--- config.mk ---
export PLATFORM = sky130hd
export DESIGN_NAME = fun_param_flat
export DESIGN_NICKNAME = d
export VERILOG_FILES = /design/src/rtl/fun_param_if.sv /design/src/rtl/fun_param.sv /design/src/flat_wrapper.sv
export SDC_FILE = /design/constraint.sdc
export NUM_CORES = 1
export LEC_CHECK = 0
export BUFFER_PORTS_ARGS = -buffer_cell sky130_fd_sc_hd__buf_4
export CORE_MARGIN = 8
export CORE_UTILIZATION = 30
export CTS_CLUSTER_DIAMETER = 200
export DETAILED_ROUTE_END_ITERATION = 8
export GPL_TIMING_DRIVEN = 1
export MAX_ROUTING_LAYER = met4
export PLACE_DENSITY_LB_ADDON = 0.12
export SETUP_SLACK_MARGIN = 0.4
export SYNTH_ARGS = -nofsm -noshare
export SYNTH_HDL_FRONTEND = slang
export SYNTH_SLANG_ARGS = --single-unit
--- constraint.sdc ---
create_clock -name clk -period 7.93 [get_ports clk]
set_input_delay 0.3965 -clock clk [delete_from_list [all_inputs] [get_ports clk]]
set_output_delay 0.3965 -clock clk [all_outputs]
set_load 0.1 [all_outputs]
--- src/rtl/fun_param_if.sv ---
// Handshake and operand bus for fun_param.
//   master: drives start, mode_i, a_i, b_i; receives busy, done, result
//   slave : the arithmetic unit side
// Widths follow the unit's A_W/B_W; result is A_W + ceil(B_W/2) bits wide.
interface fun_param_if #(
  parameter int unsigned A_W = 8,
  parameter int unsigned B_W = 8
);
  localparam int unsigned SQ_W  = (B_W + 1) / 2;
  localparam int unsigned RES_W = A_W + SQ_W;

  logic             start;
  logic             mode_i;
  logic [A_W-1:0]   a_i;
  logic [B_W-1:0]   b_i;
  logic             busy;
  logic             done;
  logic [RES_W-1:0] result;

  modport master (output start, mode_i, a_i, b_i, input busy, done, result);
  modport slave  (input start, mode_i, a_i, b_i, output busy, done, result);
endinterface

--- src/rtl/fun_param.sv ---
// fun_param: result = a * floor(root(b)), root = cube root (mode_i=0) or
// square root (mode_i=1). Sequential: one shared adder, first used by a
// digit-by-digit restoring root, then by an LSB-first shift-add multiply.
// Ports:
//   clk  - clock, rising edge
//   rst  - synchronous active-high reset, highest priority
//   bus  - fun_param_if slave: start/mode_i/a_i/b_i in, busy/done/result out
// Latency is fixed per mode: cube 5*CB_W cycles, square 2*SQ_W cycles.
module fun_param #(
  parameter int unsigned A_W = 8,
  parameter int unsigned B_W = 8
) (
  input  logic        clk,
  input  logic        rst,
  fun_param_if.slave  bus
);
  localparam int unsigned CB_W  = (B_W + 2) / 3;
  localparam int unsigned SQ_W  = (B_W + 1) / 2;
  localparam int unsigned RES_W = A_W + SQ_W;
  // radicand padded so it splits into whole 3-bit or 2-bit digits
  localparam int unsigned BP    = (3 * CB_W > 2 * SQ_W) ? 3 * CB_W : 2 * SQ_W;
  // adder/remainder width: remainder needs B_W+2 bits, product RES_W bits
  localparam int unsigned AW    = (B_W + 3 > RES_W) ? B_W + 3 : RES_W;
  localparam int unsigned CW    = $clog2(SQ_W + 1);

  typedef enum logic [1:0] {IDLE = 2'd0, ROOT = 2'd1, MUL = 2'd2} state_t;

  state_t           state_q, state_d;
  logic             mode_q, mode_d;
  logic [A_W-1:0]   a_q, a_d;
  logic [BP-1:0]    b_q, b_d;
  logic [AW-1:0]    rem_q, rem_d;
  logic [SQ_W-1:0]  r_q, r_d;    // root so far; multiplier during MUL
  logic [AW-1:0]    r2_q, r2_d;  // r^2 for cube; shifted multiplicand during MUL
  logic [AW-1:0]    s_q, s_d;    // cube trial scratch; accumulator during MUL
  logic [1:0]       ph_q, ph_d;
  logic [CW-1:0]    cnt_q, cnt_d;
  logic [RES_W-1:0] res_q, res_d;
  logic             done_q, done_d;

  logic [AW-1:0]    add_x, add_y, rem_sh;
  logic             add_ci, step_end;
  logic [AW:0]      add_s;

  assign add_s = {1'b0, add_x} + {1'b0, add_y} + {{AW{1'b0}}, add_ci};

  always_comb begin
    state_d  = state_q;
    mode_d   = mode_q;
    a_d      = a_q;
    b_d      = b_q;
    rem_d    = rem_q;
    r_d      = r_q;
    r2_d     = r2_q;
    s_d      = s_q;
    ph_d     = ph_q;
    cnt_d    = cnt_q;
    res_d    = res_q;
    done_d   = 1'b0;
    add_x    = '0;
    add_y    = '0;
    add_ci   = 1'b0;
    rem_sh   = '0;
    step_end = 1'b0;
    case (state_q)
      IDLE: begin
        if (bus.start) begin
          state_d = ROOT;
          mode_d  = bus.mode_i;
          a_d     = bus.a_i;
          b_d     = bus.mode_i ? (BP'(bus.b_i) << (BP - 2 * SQ_W))
                               : (BP'(bus.b_i) << (BP - 3 * CB_W));
          rem_d   = '0;
          r_d     = '0;
          r2_d    = '0;
          s_d     = '0;
          ph_d    = '0;
          cnt_d   = bus.mode_i ? CW'(SQ_W) : CW'(CB_W);
        end
      end
      ROOT: begin
        if (mode_q) begin
          // square step: trial 4r+1, subtract via carry-in
          rem_sh = {rem_q[AW-3:0], b_q[BP-1 -: 2]};
          add_x  = rem_sh;
          add_y  = ~AW'({r_q, 2'b01});
          add_ci = 1'b1;
          b_d    = b_q << 2;
          if (add_s[AW]) begin
            rem_d = add_s[AW-1:0];
            r_d   = (r_q << 1) | SQ_W'(1);
          end else begin
            rem_d = rem_sh;
            r_d   = r_q << 1;
          end
          step_end = 1'b1;
        end else begin
          // cube step over four adder cycles with R=2r, R2=4r^2:
          // trial = 3*(R2+R)+1; on success r2 += 2R+1
          ph_d = ph_q + 2'd1;
          case (ph_q)
            2'd0: begin
              rem_d = {rem_q[AW-4:0], b_q[BP-1 -: 3]};
              b_d   = b_q << 3;
              r_d   = r_q << 1;
              r2_d  = r2_q << 2;
              add_x = r2_q << 2;
              add_y = AW'(r_q) << 1;
              s_d   = add_s[AW-1:0];
            end
            2'd1: begin
              add_x  = s_q;
              add_y  = s_q << 1;
              add_ci = 1'b1;
              s_d    = add_s[AW-1:0];
            end
            2'd2: begin
              add_x  = rem_q;
              add_y  = ~s_q;
              add_ci = 1'b1;
              if (add_s[AW]) begin
                rem_d = add_s[AW-1:0];
                r_d   = r_q | SQ_W'(1);
              end
            end
            default: begin
              // r_q[0] is the digit just decided; R itself is r_q with bit 0 cleared
              add_x  = r2_q;
              add_y  = AW'(r_q >> 1) << 2;
              add_ci = 1'b1;
              if (r_q[0]) r2_d = add_s[AW-1:0];
              step_end = 1'b1;
            end
          endcase
        end
        if (step_end) begin
          cnt_d = cnt_q - CW'(1);
          if (cnt_q == CW'(1)) begin
            state_d = MUL;
            cnt_d   = mode_q ? CW'(SQ_W) : CW'(CB_W);
            s_d     = '0;
            r2_d    = AW'(a_q);
          end
        end
      end
      MUL: begin
        add_x = s_q;
        add_y = r_q[0] ? r2_q : '0;
        s_d   = add_s[AW-1:0];
        r2_d  = r2_q << 1;
        r_d   = r_q >> 1;
        cnt_d = cnt_q - CW'(1);
        if (cnt_q == CW'(1)) begin
          state_d = IDLE;
          res_d   = add_s[RES_W-1:0];
          done_d  = 1'b1;
        end
      end
      default: state_d = IDLE;
    endcase
  end

  always_ff @(posedge clk) begin
    if (rst) begin
      state_q <= IDLE;
      mode_q  <= 1'b0;
      a_q     <= '0;
      b_q     <= '0;
      rem_q   <= '0;
      r_q     <= '0;
      r2_q    <= '0;
      s_q     <= '0;
      ph_q    <= '0;
      cnt_q   <= '0;
      res_q   <= '0;
      done_q  <= 1'b0;
    end else begin
      state_q <= state_d;
      mode_q  <= mode_d;
      a_q     <= a_d;
      b_q     <= b_d;
      rem_q   <= rem_d;
      r_q     <= r_d;
      r2_q    <= r2_d;
      s_q     <= s_d;
      ph_q    <= ph_d;
      cnt_q   <= cnt_d;
      res_q   <= res_d;
      done_q  <= done_d;
    end
  end

  assign bus.busy   = (state_q != IDLE);
  assign bus.done   = done_q;
  assign bus.result = res_q;
endmodule

--- src/flat_wrapper.sv ---
// flat-port wrapper written by rule: the top's interface ports become plain ports
module fun_param_flat 
#(
  parameter int unsigned A_W = 8,
  parameter int unsigned B_W = 8
)
  (clk, rst, bus_start, bus_mode_i, bus_a_i, bus_b_i, bus_busy, bus_done, bus_result);
  fun_param_if #(.A_W(A_W), .B_W(B_W)) bus_i ();
  input  logic clk;
  input  logic rst;
  input wire logic [$bits(bus_i.start)-1:0] bus_start;
  input wire logic [$bits(bus_i.mode_i)-1:0] bus_mode_i;
  input wire logic [$bits(bus_i.a_i)-1:0] bus_a_i;
  input wire logic [$bits(bus_i.b_i)-1:0] bus_b_i;
  output wire logic [$bits(bus_i.busy)-1:0] bus_busy;
  output wire logic [$bits(bus_i.done)-1:0] bus_done;
  output wire logic [$bits(bus_i.result)-1:0] bus_result;
  assign bus_i.start = bus_start;
  assign bus_i.mode_i = bus_mode_i;
  assign bus_i.a_i = bus_a_i;
  assign bus_i.b_i = bus_b_i;
  assign bus_busy = bus_i.busy;
  assign bus_done = bus_i.done;
  assign bus_result = bus_i.result;
  fun_param #(.A_W(A_W), .B_W(B_W)) u_core (.clk(clk), .rst(rst), .bus(bus_i));
endmodule
==> out/results.ini <==
[outcome]
outcome = complete, no violations

[route]
drc_errors = 0
avgViaCountPerCell = 6.03
route.final.wire_length_mm = 21.5
ant_nets = 0
vias = 5990
dr.pass1.iters = 7
wl_per_cell_um = 21.7
drt_iter0_markers = 832

[final_layout]
seq_area_um2 = 1560
syn_to_final_growth_pct = 11.7
finalNonFillerCells = 993
antenna_cells = 0
drive_above_1_share_pct = 9.09
final_nets = 798
multi_input_area_um2 = 3710
fin_area_um2 = 6290
fillers = 1961

[clock_tree]
postCtsSetupRepairBufs = 0
numCtsBuffers = 9
path_clk_slew_ns = 0.07
insertion_delay_ns = 0.36
cts-hold-fix-buffers = 0
cts_max_level = 3
cts_tree = done
cts-root-buf = clkbuf_16
clock_path_buffers = 2
cts_sinks = 78
cts-resized-gates = 0

[job]
max_cap_violations = 0

[placement]
placed_cell_area_um2 = 5970
place_congestion = 0.913
dp.cells = 978
portBuffers = 33
place.detailed.hpwl_mm = 14.8

[logic_synthesis]
synth_top_area_share_pct = 27.7
synth_area_leaders = dfxtp_1 (28%), nor2_1 (7.1%), nand2_1 (6.3%)
synth_area_um2 = 5630
synth-seq-cells = 78
syn_inst = 770
synth_edf_count = 0
synthTopCellsByCount = nor2_1 (107), nand2_1 (95), dfxtp_1 (78)
avgSynthCellArea_um2 = 7.31
syn-num-nets = 813
synth.most_common_cell = nor2_1
async_reset_ff_share_pct = 0
ys.flop_type = dfxtp_1
synth.largest_area_cell = dfxtp_1
ys_seq_area_share_pct = 27.7
synth.distinct_cells = 60
yosysWarnings = 0

[worst_setup_path]
crit_slowest_cell = buf_4
critPathRequiredTime_ns = 8.13
end_kind = flop
cp_slowest_stage_delay_ns = 0.37
start_kind = flop
crit_type = flop to flop
crit_path_cell_trace = inv_1, ha_1, buf_4, inv_1, nor2_1, buf_4, o211ai_1, a21oi_1, ha_1, a21o_1, a31o_1, or3_4, o21ai_2, o21ai_0, a22oi_1, a211oi_1
cp_max_fo = 37
cp.arrival_ns = 4.80
critPathBufInv = 4
cp_top_family = compound AO/OA/AOI/OAI gates

[grt]
grt_pass1_wl_mm = 33.9
overflow = 0
grt_pass1_vias = 5779
grt_usage_pct = 18.8
antenna_found_initial = 0
grt_max_degree = 80

[sta]
max_freq_mhz = 217
fin_crit_ns = 4.60
tns_ns = 0
period_share_pct = 58.0
hold_viol_final = 0
setup_violations = 0
rsz0062_at_grt = false
relSlewSlack_pct = 10.2
skew_ns = 0.00494
worst_pin_slew_ns = 1.34
drv_slew = 0

[pwr]
power_switching_uw = 343
swShare_pct = 31.5
pwr-share-comb_pct = 17.9
vdd_drop_max_mv = 0.110
p_int_uw = 745
p_leak_uw = 0.00216
p_per_area_nw_per_um2 = 173
p_clk_share_pct = 42.4
pwr-share-seq_pct = 39.6

[die]
start_util_pct = 30.3
pin_count = 34
row_count = 50
die_height_um = 153
die-area_um2 = 23400
core_region_area_um2 = 18600
die_x_um = 153

[min_path]
min_path_type = input port to flop

[registers in the layout, indices dropped and copies added (netlist names)]
name,count
u_core.a_q,8
u_core.b_q,9
u_core.bus.done,1
u_core.bus.result,12
u_core.cnt_q,3
u_core.mode_q,1
u_core.ph_q,2
u_core.r2_q,12
u_core.r_q,4
u_core.rem_q,12
u_core.s_q,12
u_core.state_q,2
[cell usage in the layout, fill, tap and decap left out, drive strengths merged, types with 8 or more instances in the layout]
cell type | Yosys | layout
a211oi | 24 | 24
a21oi | 71 | 71
a221oi | 15 | 15
a222oi | 18 | 18
a22oi | 22 | 22
a31oi | 9 | 9
a32oi | 8 | 8
buf | 18 | 44
clkbuf | 52 | 9
dfxtp | 78 | 78
ha | 21 | 21
inv | 18 | 20
mux2i | 23 | 23
nand2 | 95 | 95
nand3 | 14 | 14
nor2 | 107 | 107
nor2b | 9 | 9
o211ai | 14 | 14
o21ai | 65 | 65
[per-layer routing]
layer  track usage [%]  up-vias  share of wire, %
met5                 -        -                 0
met3              2.68       49               5.4
met1              24.3     2876                46
li1                  -     2817                 -
met2              28.9      248                45
met4              7.92        0               3.2
[power by group through the flow]
| stage | clock network, uW | registers [uW] | logic (uW) |
|---|---|---|---|
| finish | 462 | 431 | 195 |
| global route | 489 | 433 | 214 |
| CTS | 472 | 431 | 194 |
| detailed placement | 0 | 440 | 193 |
| global placement | 0 | 440 | 192 |
| floorplan | 0 | 429 | 138 |
[cell type report]
cell class              count  area share, %
inverters                  18           1.07
repair buffers             44           5.25
clock inverters             6           1.51
clock buffers               9           3.58
multi-input cells         604           59.1
well taps                 234           4.66
flip-flops and latches     78           24.8
[through the flow]
stage	setup WS, ns	power (uW)	hold WS, ns	utilization [%]
3_3_place_gp	3.42	631	0.445	32.1
4_1_cts	3.39	1100	0.274	33.8
5_1_grt	2.92	1140	0.283	33.8
3_5_place_dp	3.41	632	0.450	32.1
6_report	3.33	1090	0.287	33.8
2_1_floorplan	4.07	567	0.433	-
[worst paths after layout]
path / startpoint / end / slack [ns] / depth (start not counted)
worst min register to register: u_core.bus.result[4] / u_core.bus.result[4] / 0.46 / 2
worst min-delay path: bus_a_i[7] / u_core.a_q[7] / 0.29 / 3
worst max register to register: u_core.state_q[1] / u_core.rem_q[8] / 3.33 / 16
worst max-delay path: u_core.state_q[1] / u_core.rem_q[8] / 3.33 / 16
[worst reg2reg max path, stage by stage, from the launching register on]
cell,delay (ns)
dfxtp_1,0.34
inv_1,0.09
ha_1,0.15
buf_4,0.37
inv_1,0.36
nor2_1,0.35
buf_4,0.31
o211ai_1,0.13
a21oi_1,0.23
ha_1,0.36
a21o_1,0.21
a31o_1,0.21
or3_4,0.36
o21ai_2,0.34
o21ai_0,0.28
a22oi_1,0.27
a211oi_1,0.09
[cell families after synthesis]
group | synth area share (%)
compound gates | 35.7
simple gates | 19.2
buf+inv | 6.36
flops | 27.7
mux | 4.09
fa+ha+maj | 5.38
xor+xnor | 1.56
No activity file was read; power rests on OpenSTA's default activity.
